`src/rtl/joystick_move_ctrl_if.sv`:
```
// Joystick sample / maze-block inputs and movement outputs.
// master drives samples and walls; slave is the move controller.
interface joystick_move_ctrl_if;
  logic       sample_valid;
  logic [9:0] pos_x;
  logic [9:0] pos_y;
  logic [3:0] blocked;
  logic [2:0] dir;
  logic [2:0] req_dir;
  logic       move_tick;
  logic       stopped;

  modport master (
    output sample_valid, pos_x, pos_y, blocked,
    input  dir, req_dir, move_tick, stopped
  );

  modport slave (
    input  sample_valid, pos_x, pos_y, blocked,
    output dir, req_dir, move_tick, stopped
  );
endinterface

```
`src/rtl/joystick_move_ctrl.sv`:
```
// Joystick -> debounced direction request -> fixed-rate Pac-Man steps.
// Ports: CLK, RST (sync, active-high), bus (slave: samples, walls, dir/req/tick/stopped).
module joystick_move_ctrl #(
  parameter int HI_TH    = 800,
  parameter int LO_TH    = 200,
  parameter int STABLE_N = 3,
  parameter int MOVE_DIV = 10000000
) (
  input logic CLK,
  input logic RST,
  joystick_move_ctrl_if.slave bus
);
  localparam int CW  = $clog2(STABLE_N + 1);
  localparam int TW  = (MOVE_DIV > 2) ? $clog2(MOVE_DIV) : 1;
  localparam logic [CW-1:0] CNT_MAX = CW'(STABLE_N);
  localparam logic [TW-1:0] CTR_MAX = TW'(MOVE_DIV - 1);

  logic [2:0]    cls;
  logic [2:0]    cand_q, cand_n;
  logic [CW-1:0] cnt_q, cnt_n;
  logic [2:0]    req_q;
  logic [2:0]    dir_q, nd;
  logic [TW-1:0] ctr_q;
  logic          tick_q, stop_q;
  logic          step;
  logic          req_ok, nd_free;

  function automatic logic is_free(
    input logic [2:0] d,
    input logic [3:0] blk
  );
    logic f;
    f = 1'b0;
    case (d)
      3'd1:    f = ~blk[0];
      3'd2:    f = ~blk[1];
      3'd3:    f = ~blk[2];
      3'd4:    f = ~blk[3];
      default: f = 1'b0;
    endcase
    return f;
  endfunction

  // Y axis is tested first so diagonals resolve vertically.
  always_comb begin
    cls = 3'd0;
    if (32'(bus.pos_y) > HI_TH)      cls = 3'd1;
    else if (32'(bus.pos_y) < LO_TH) cls = 3'd2;
    else if (32'(bus.pos_x) > HI_TH) cls = 3'd3;
    else if (32'(bus.pos_x) < LO_TH) cls = 3'd4;
  end

  always_comb begin
    cand_n = cls;
    cnt_n  = CW'(1);
    if (cls == cand_q) begin
      cand_n = cand_q;
      cnt_n  = (cnt_q == CNT_MAX) ? cnt_q : cnt_q + CW'(1);
    end
  end

  // Step decision uses pre-edge req/dir/blocked.
  always_comb begin
    step    = (ctr_q == CTR_MAX);
    req_ok  = is_free(req_q, bus.blocked);
    nd      = req_ok ? req_q : dir_q;
    nd_free = is_free(nd, bus.blocked);
  end

  always_ff @(posedge CLK) begin
    if (RST) begin
      cand_q <= 3'd0;
      cnt_q  <= '0;
      req_q  <= 3'd0;
    end else if (bus.sample_valid) begin
      cand_q <= cand_n;
      cnt_q  <= cnt_n;
      // Centred stick never clears a pending request.
      if (cnt_n == CNT_MAX && cand_n != 3'd0)
        req_q <= cand_n;
    end
  end

  always_ff @(posedge CLK) begin
    if (RST) begin
      ctr_q  <= '0;
      dir_q  <= 3'd0;
      tick_q <= 1'b0;
      stop_q <= 1'b0;
    end else begin
      ctr_q  <= step ? '0 : ctr_q + TW'(1);
      tick_q <= step & nd_free;
      if (step) begin
        dir_q  <= nd;
        stop_q <= (nd != 3'd0) & ~nd_free;
      end
    end
  end

  assign bus.dir       = dir_q;
  assign bus.req_dir   = req_q;
  assign bus.move_tick = tick_q;
  assign bus.stopped   = stop_q;
endmodule

```
`src/flat_wrapper.sv`:
```
// flat-port wrapper written by rule: the top's interface ports become plain ports
module joystick_move_ctrl_flat 
#(
  parameter int HI_TH    = 800,
  parameter int LO_TH    = 200,
  parameter int STABLE_N = 3,
  parameter int MOVE_DIV = 10000000
)
  (CLK, RST, bus_sample_valid, bus_pos_x, bus_pos_y, bus_blocked, bus_dir, bus_req_dir, bus_move_tick, bus_stopped);
  joystick_move_ctrl_if bus_i ();
  input logic CLK;
  input logic RST;
  input wire logic [$bits(bus_i.sample_valid)-1:0] bus_sample_valid;
  input wire logic [$bits(bus_i.pos_x)-1:0] bus_pos_x;
  input wire logic [$bits(bus_i.pos_y)-1:0] bus_pos_y;
  input wire logic [$bits(bus_i.blocked)-1:0] bus_blocked;
  output wire logic [$bits(bus_i.dir)-1:0] bus_dir;
  output wire logic [$bits(bus_i.req_dir)-1:0] bus_req_dir;
  output wire logic [$bits(bus_i.move_tick)-1:0] bus_move_tick;
  output wire logic [$bits(bus_i.stopped)-1:0] bus_stopped;
  assign bus_i.sample_valid = bus_sample_valid;
  assign bus_i.pos_x = bus_pos_x;
  assign bus_i.pos_y = bus_pos_y;
  assign bus_i.blocked = bus_blocked;
  assign bus_dir = bus_i.dir;
  assign bus_req_dir = bus_i.req_dir;
  assign bus_move_tick = bus_i.move_tick;
  assign bus_stopped = bus_i.stopped;
  joystick_move_ctrl #(.HI_TH(HI_TH), .LO_TH(LO_TH), .STABLE_N(STABLE_N), .MOVE_DIV(MOVE_DIV)) u_core (.CLK(CLK), .RST(RST), .bus(bus_i));
endmodule
```
`config.mk`:
```
export PLATFORM = sky130hd
export DESIGN_NAME = joystick_move_ctrl_flat
export DESIGN_NICKNAME = d
export VERILOG_FILES = /design/src/rtl/joystick_move_ctrl_if.sv /design/src/rtl/joystick_move_ctrl.sv /design/src/flat_wrapper.sv
export SDC_FILE = /design/constraint.sdc
export NUM_CORES = 1
export LEC_CHECK = 0
export CORE_MARGIN = 1.5
export CORE_UTILIZATION = 60
export CTS_BUF_LIST = sky130_fd_sc_hd__clkbuf_4
export DETAILED_ROUTE_END_ITERATION = 12
export DONT_BUFFER_PORTS = 1
export GPL_ROUTABILITY_DRIVEN = 0
export PLACE_DENSITY = 0.76
export SLEW_MARGIN = 25
export SYNTH_ARGS = -nofsm -noshare
export SYNTH_HDL_FRONTEND = slang
export SYNTH_SLANG_ARGS = --single-unit
```
`constraint.sdc`:
```
create_clock -name CLK -period 5.6 [get_ports CLK]
set_input_delay 0.56 -clock CLK [delete_from_list [all_inputs] [get_ports CLK]]
set_output_delay 0.56 -clock CLK [all_outputs]
set_load 0.01 [all_outputs]
```
* Word level (Yosys, flattened, before mapping)
Index checks and enable logic that the tools add are counted.
Operators by class: add/subtract/negate cells 2, order comparisons 4, eq/ne operators 12, multiplexer cells 10, bitwise gates (word level) 7, reduce and logical (&&, ||, !) cells 5
Operators by type and width (count):
- $add A24 B1 Y24 const B | 1
- $eq A24 B24 Y1 const B | 1
- $gt A10 B10 Y1 const B | 2
- $lt A10 B8 Y1 const B | 2
- $mux W3 | 6
- $eq A3 B2 Y1 const B | 4
- $pmux W1 S4 | 2
- $eq A3 B1 Y1 const B | 2
- $eq A3 B3 Y1 const B | 2
- $reduce_bool A3 Y1 | 2
- $not A1 Y1 | 5
- $eq A2 B2 Y1 const B | 2
- $mux W2 | 2
- $eq A3 B3 Y1 | 1
- $add A2 B1 Y2 const B | 1
- $and A1 B1 Y1 | 2
- $reduce_and A2 Y1 | 1
- $reduce_or A2 Y1 | 1
- $logic_and A1 B1 Y1 | 1
Word-level totals: register bits 37, input bits 27, output and inout bits 8

* Longest topological paths before layout
depth in word-level cells 10, mapped depth 8, mapped depth without buffers 7

* Least setup slack after synthesis
Ideal clock, no wire load.
kind input port to flip-flop, start input port bus_pos_x[7], end register u_core.req_q[0], in the netlist u_core.bus.req_dir[0], data arrival time 2026 ps, setup slack 3456 ps, cell stages on the path 6, path buffers 0, cells stage by stage nor4_4 -> a21oi_2 -> nor4_4 -> xor2_2 -> or3_1 -> a32o_1
Between the ends: longest elaborated chain between the ends 10, elaborated cells between the ends (all ways) 13, those cells by class order compare: 2; eq/ne: 2; mux: 6; reduce/logical: 3
RTL lines:
- start, declared | RTL line flat_wrapper.sv:14 | input wire logic [$bits(bus_i.pos_x)-1:0] bus_pos_x;
- $lt A10 B8 Y1 | RTL line joystick_move_ctrl.sv:50 | else if (32'(bus.pos_x) < LO_TH) cls = 3'd4;
- $mux W3 | RTL line joystick_move_ctrl.sv:50
- $mux W3 (*) | RTL line joystick_move_ctrl.sv:49 | else if (32'(bus.pos_x) > HI_TH) cls = 3'd3;
- $mux W3 (*) | RTL line joystick_move_ctrl.sv:48 | else if (32'(bus.pos_y) < LO_TH) cls = 3'd2;
- $mux W3 (*) | RTL line joystick_move_ctrl.sv:47 | if (32'(bus.pos_y) > HI_TH) cls = 3'd1;
- $eq A3 B3 Y1 | RTL line joystick_move_ctrl.sv:56 | if (cls == cand_q) begin
- $mux W2 / $mux W3 (equally long branches) | RTL line joystick_move_ctrl.sv:56
- $eq A2 B2 Y1 / $reduce_bool A3 Y1 (equally long branches) | RTL line joystick_move_ctrl.sv:79 | if (cnt_n == CNT_MAX && cand_n != 3'd0)
- $logic_and A1 B1 Y1 | RTL line joystick_move_ctrl.sv:79
- $reduce_and A2 Y1 (no source line)
- end signal, assigned | RTL line joystick_move_ctrl.sv:80 | req_q <= cand_n;
- end, declared | RTL line joystick_move_ctrl.sv:21 | logic [2:0] req_q;
Every way passes the cells marked *; elsewhere a longest branch is shown, timed or not. A chain may end at the register's enable or synchronous reset.

* Final worst setup path
start register u_core.ctr_q[0], end register u_core.stop_q, in the netlist u_core.bus.stopped
Between the ends: longest elaborated chain between the ends 1
RTL lines:
- start, declared | RTL line joystick_move_ctrl.sv:23 | logic [TW-1:0] ctr_q;
- start signal, assigned | RTL line joystick_move_ctrl.sv:91 | ctr_q <= step ? '0 : ctr_q + TW'(1);
- $eq A24 B24 Y1 | RTL line joystick_move_ctrl.sv:64 | step = (ctr_q == CTR_MAX);
- end signal, assigned | RTL line joystick_move_ctrl.sv:95 | stop_q <= (nd != 3'd0) & ~nd_free;
- end, declared | RTL line joystick_move_ctrl.sv:24 | logic tick_q, stop_q;
Every way passes these cells.

==> out/qor.txt <==
Fin. Hold Viols: 0
post-route ant nets: 0
WL per Instance: 13.4 µm
Crit path arrival time: 2.48 ns
Post-synth EDFFs: 0
Die W: 60.0 µm
worst path cell trace: ha_1 -> nand3_1 -> or2_2 -> nor4_1 -> nand4_1 -> nand2_1 -> o22ai_1
# rows: 20
largest net degree at the start of global routing: 25
vias: 1560
worst-case vdd ir drop: 0.151 mV
H-tree Lvls: 2
Cell Pwr Density: 216 nW/µm²
Worst setup EP type: flip-flop
fraction of layout cells with a size suffix above 1: 10.9%
I/O Buffers: 0
TritonCTS Buffers: 5
initial antenna violation count: 0
RSZ-0062 raised after global routing: no
clk_skew: 0.00962 ns
synth top area cells: dfxtp_1 (38%), nor2_1 (8.1%), xor2_1 (6.3%), mux2i_1 (3.6%), xnor2_1 (3.6%)
Largest delay share family, worst path: simple AND/OR/NAND/NOR gates
Tcrit/Tclk final: 40.3%
DRT iter0 DRCs: 82
Final min period: 2.26 ns
setup TNS: 0 ns
setup bufs post-CTS: 0
Worst-Skew Late Latency: 0.34 ns
Clock Sinks: 37
CP Class: flip-flop to flip-flop
first-pass GRT wire length: 6210 µm
Syn Inst Count: 217
Startpoint Class: flip-flop
Post-CTS Hold Fix Bufs: 0
Power, Total: 0.440 mW
status: finished clean
class of the worst hold path: primary input to flip-flop
asr flop ratio synth: 0%
synth warn: 0
DIE AREA: 3600 µm²
final WL: 3560 µm
CP max-delay cell: nand2_1
Syn Nets: 245
Buf/Inv on CP: 0
critical path fanouts, max: 24
first drt pass iteration count: 4
Slew @ Worst Pin: 0.757 ns
DRC Markers: 0
f_max: 443 MHz
Max Buffers Root-to-Sink: 2
sequential-to-total area share from yosys stat: 38.0%
library cells used by synthesis: 51
CP max stage delay: 0.61 ns
Diodes inserted: 0
Core Box Area: 3080 µm²
post_cts resized: 0
initial core utilization: 63.3%
cell taking the most area after synthesis: dfxtp_1
P&R area growth vs syn: 4.76%
critical path data required time: 5.82 ns
final setup violation count: 0
GR Util All Layers: 22.6%
I/O pin count: 35
DIE HEIGHT: 60.0 µm
Rel. slew slack: 49.4%
CTS tree: done
hpwl dp: 2730 µm
vias in the first global route: 1530
Via density: 5.89
Leak: 0.680 nW
synthesized cell area: 1950 µm²
Clk pin slew, worst setup/hold paths: 0.12 ns
Final Slew Violations: 0
Overflow after GRT: 0
nets: 248
clock root buffer: clkbuf_4
top-area cell type share of the netlist area: 38.0%
Synth Flop Type: dfxtp_1
maxcap violations: 0
FF+latch count, synth: 37
syn_area_per_cell: 8.97 µm²
[where the power goes]
part / switching [mW] / leakage (nW) / internal, mW
clock network: 0.0884 / 0.0326 / 0.0475
registers: 0.00430 / 0.299 / 0.267
logic: 0.0180 / 0.348 / 0.0145
[placed cells by master, fill, tap and decap left out, types with 3 or more instances in the layout]
master,count
and3_1,8
clkbuf_4,5
dfxtp_1,37
inv_1,6
mux2i_1,7
nand2_1,12
nand3_1,11
nand4_1,3
nor2_1,42
nor2b_1,3
nor3_1,7
nor4_1,3
nor4b_1,5
xnor2_1,8
xor2_1,14
[final cells by class]
cell class / count / area [µm²]
clock buffer: 5 / 37.5
clock inverter: 3 / 17.5
fill: 276 / 1040
tap: 44 / 55.1
multi-input combinational: 170 / 1170
inverter: 6 / 22.5
sequential: 37 / 741
[routing by layer]
metal | vias to the layer above | part of all wire [%] | global-route usage, % | routed length (µm)
li1 | 792 | - | - | -
met5 | - | 0 | 0 | 0
met3 | 5 | 5.1 | 6.93 | 183
met4 | 0 | 1.2 | 6.67 | 41
met2 | 37 | 50 | 40.2 | 1790
met1 | 726 | 43 | 25.8 | 1540
[cells by family (layout without fill, tap and decap cells)]
group | after synthesis | after routing | share of synthesized area, %
buf+inv | 10 | 14 | 2.06
fa+ha+maj | 1 | 1 | 0.643
flops | 37 | 37 | 38.0
mux | 8 | 8 | 4.18
xor+xnor | 23 | 23 | 10.7
compound gates | 26 | 26 | 11.8
simple gates | 112 | 112 | 32.6
[synthesized netlist by cell type, types with 3 or more instances]
cell      n
nand4_1   3
nor4_1    3
xor2_1   14
nor2b_1   3
mux2i_1   7
nor2_1   42
and3_1    8
xnor2_1   8
nand3_1  11
inv_1     6
nor4b_1   5
nor3_1    7
nand2_1  12
dfxtp_1  37
[through the flow]
stage / hold WS (ns) / setup slack [ns] / std cells / util, % / area [µm²]
5_1_grt: 0.234 / 3.06 / 265 / 66.3 / 2040
3_3_place_gp: 0.443 / 3.38 / 257 / 64.5 / 1980
6_report: 0.265 / 3.34 / 265 / 66.3 / 2040
2_1_floorplan: 0.430 / 3.46 / 217 / - / 1950
4_1_cts: 0.249 / 3.31 / 265 / 66.3 / 2040
3_5_place_dp: 0.456 / 3.31 / 257 / 64.5 / 1980
[worst paths after layout]
path	start	to	slack [ns]	cells past startpoint
setup / recovery	u_core.ctr_q[0]	u_core.bus.stopped	3.34	7
hold reg to reg	u_core.ctr_q[0]	u_core.ctr_q[0]	0.48	1
hold / removal	RST	u_core.bus.dir[2]	0.26	1
setup reg to reg	u_core.ctr_q[0]	u_core.bus.stopped	3.34	7
[registers in the layout, summed over array words and instances, names as in the netlist]
signal / cells
u_core.bus.dir: 3
u_core.bus.move_tick: 1
u_core.bus.req_dir: 3
u_core.bus.stopped: 1
u_core.cand_q: 3
u_core.cnt_q: 2
u_core.ctr_q: 24
Note: power is estimated with default switching activity, not from simulation.
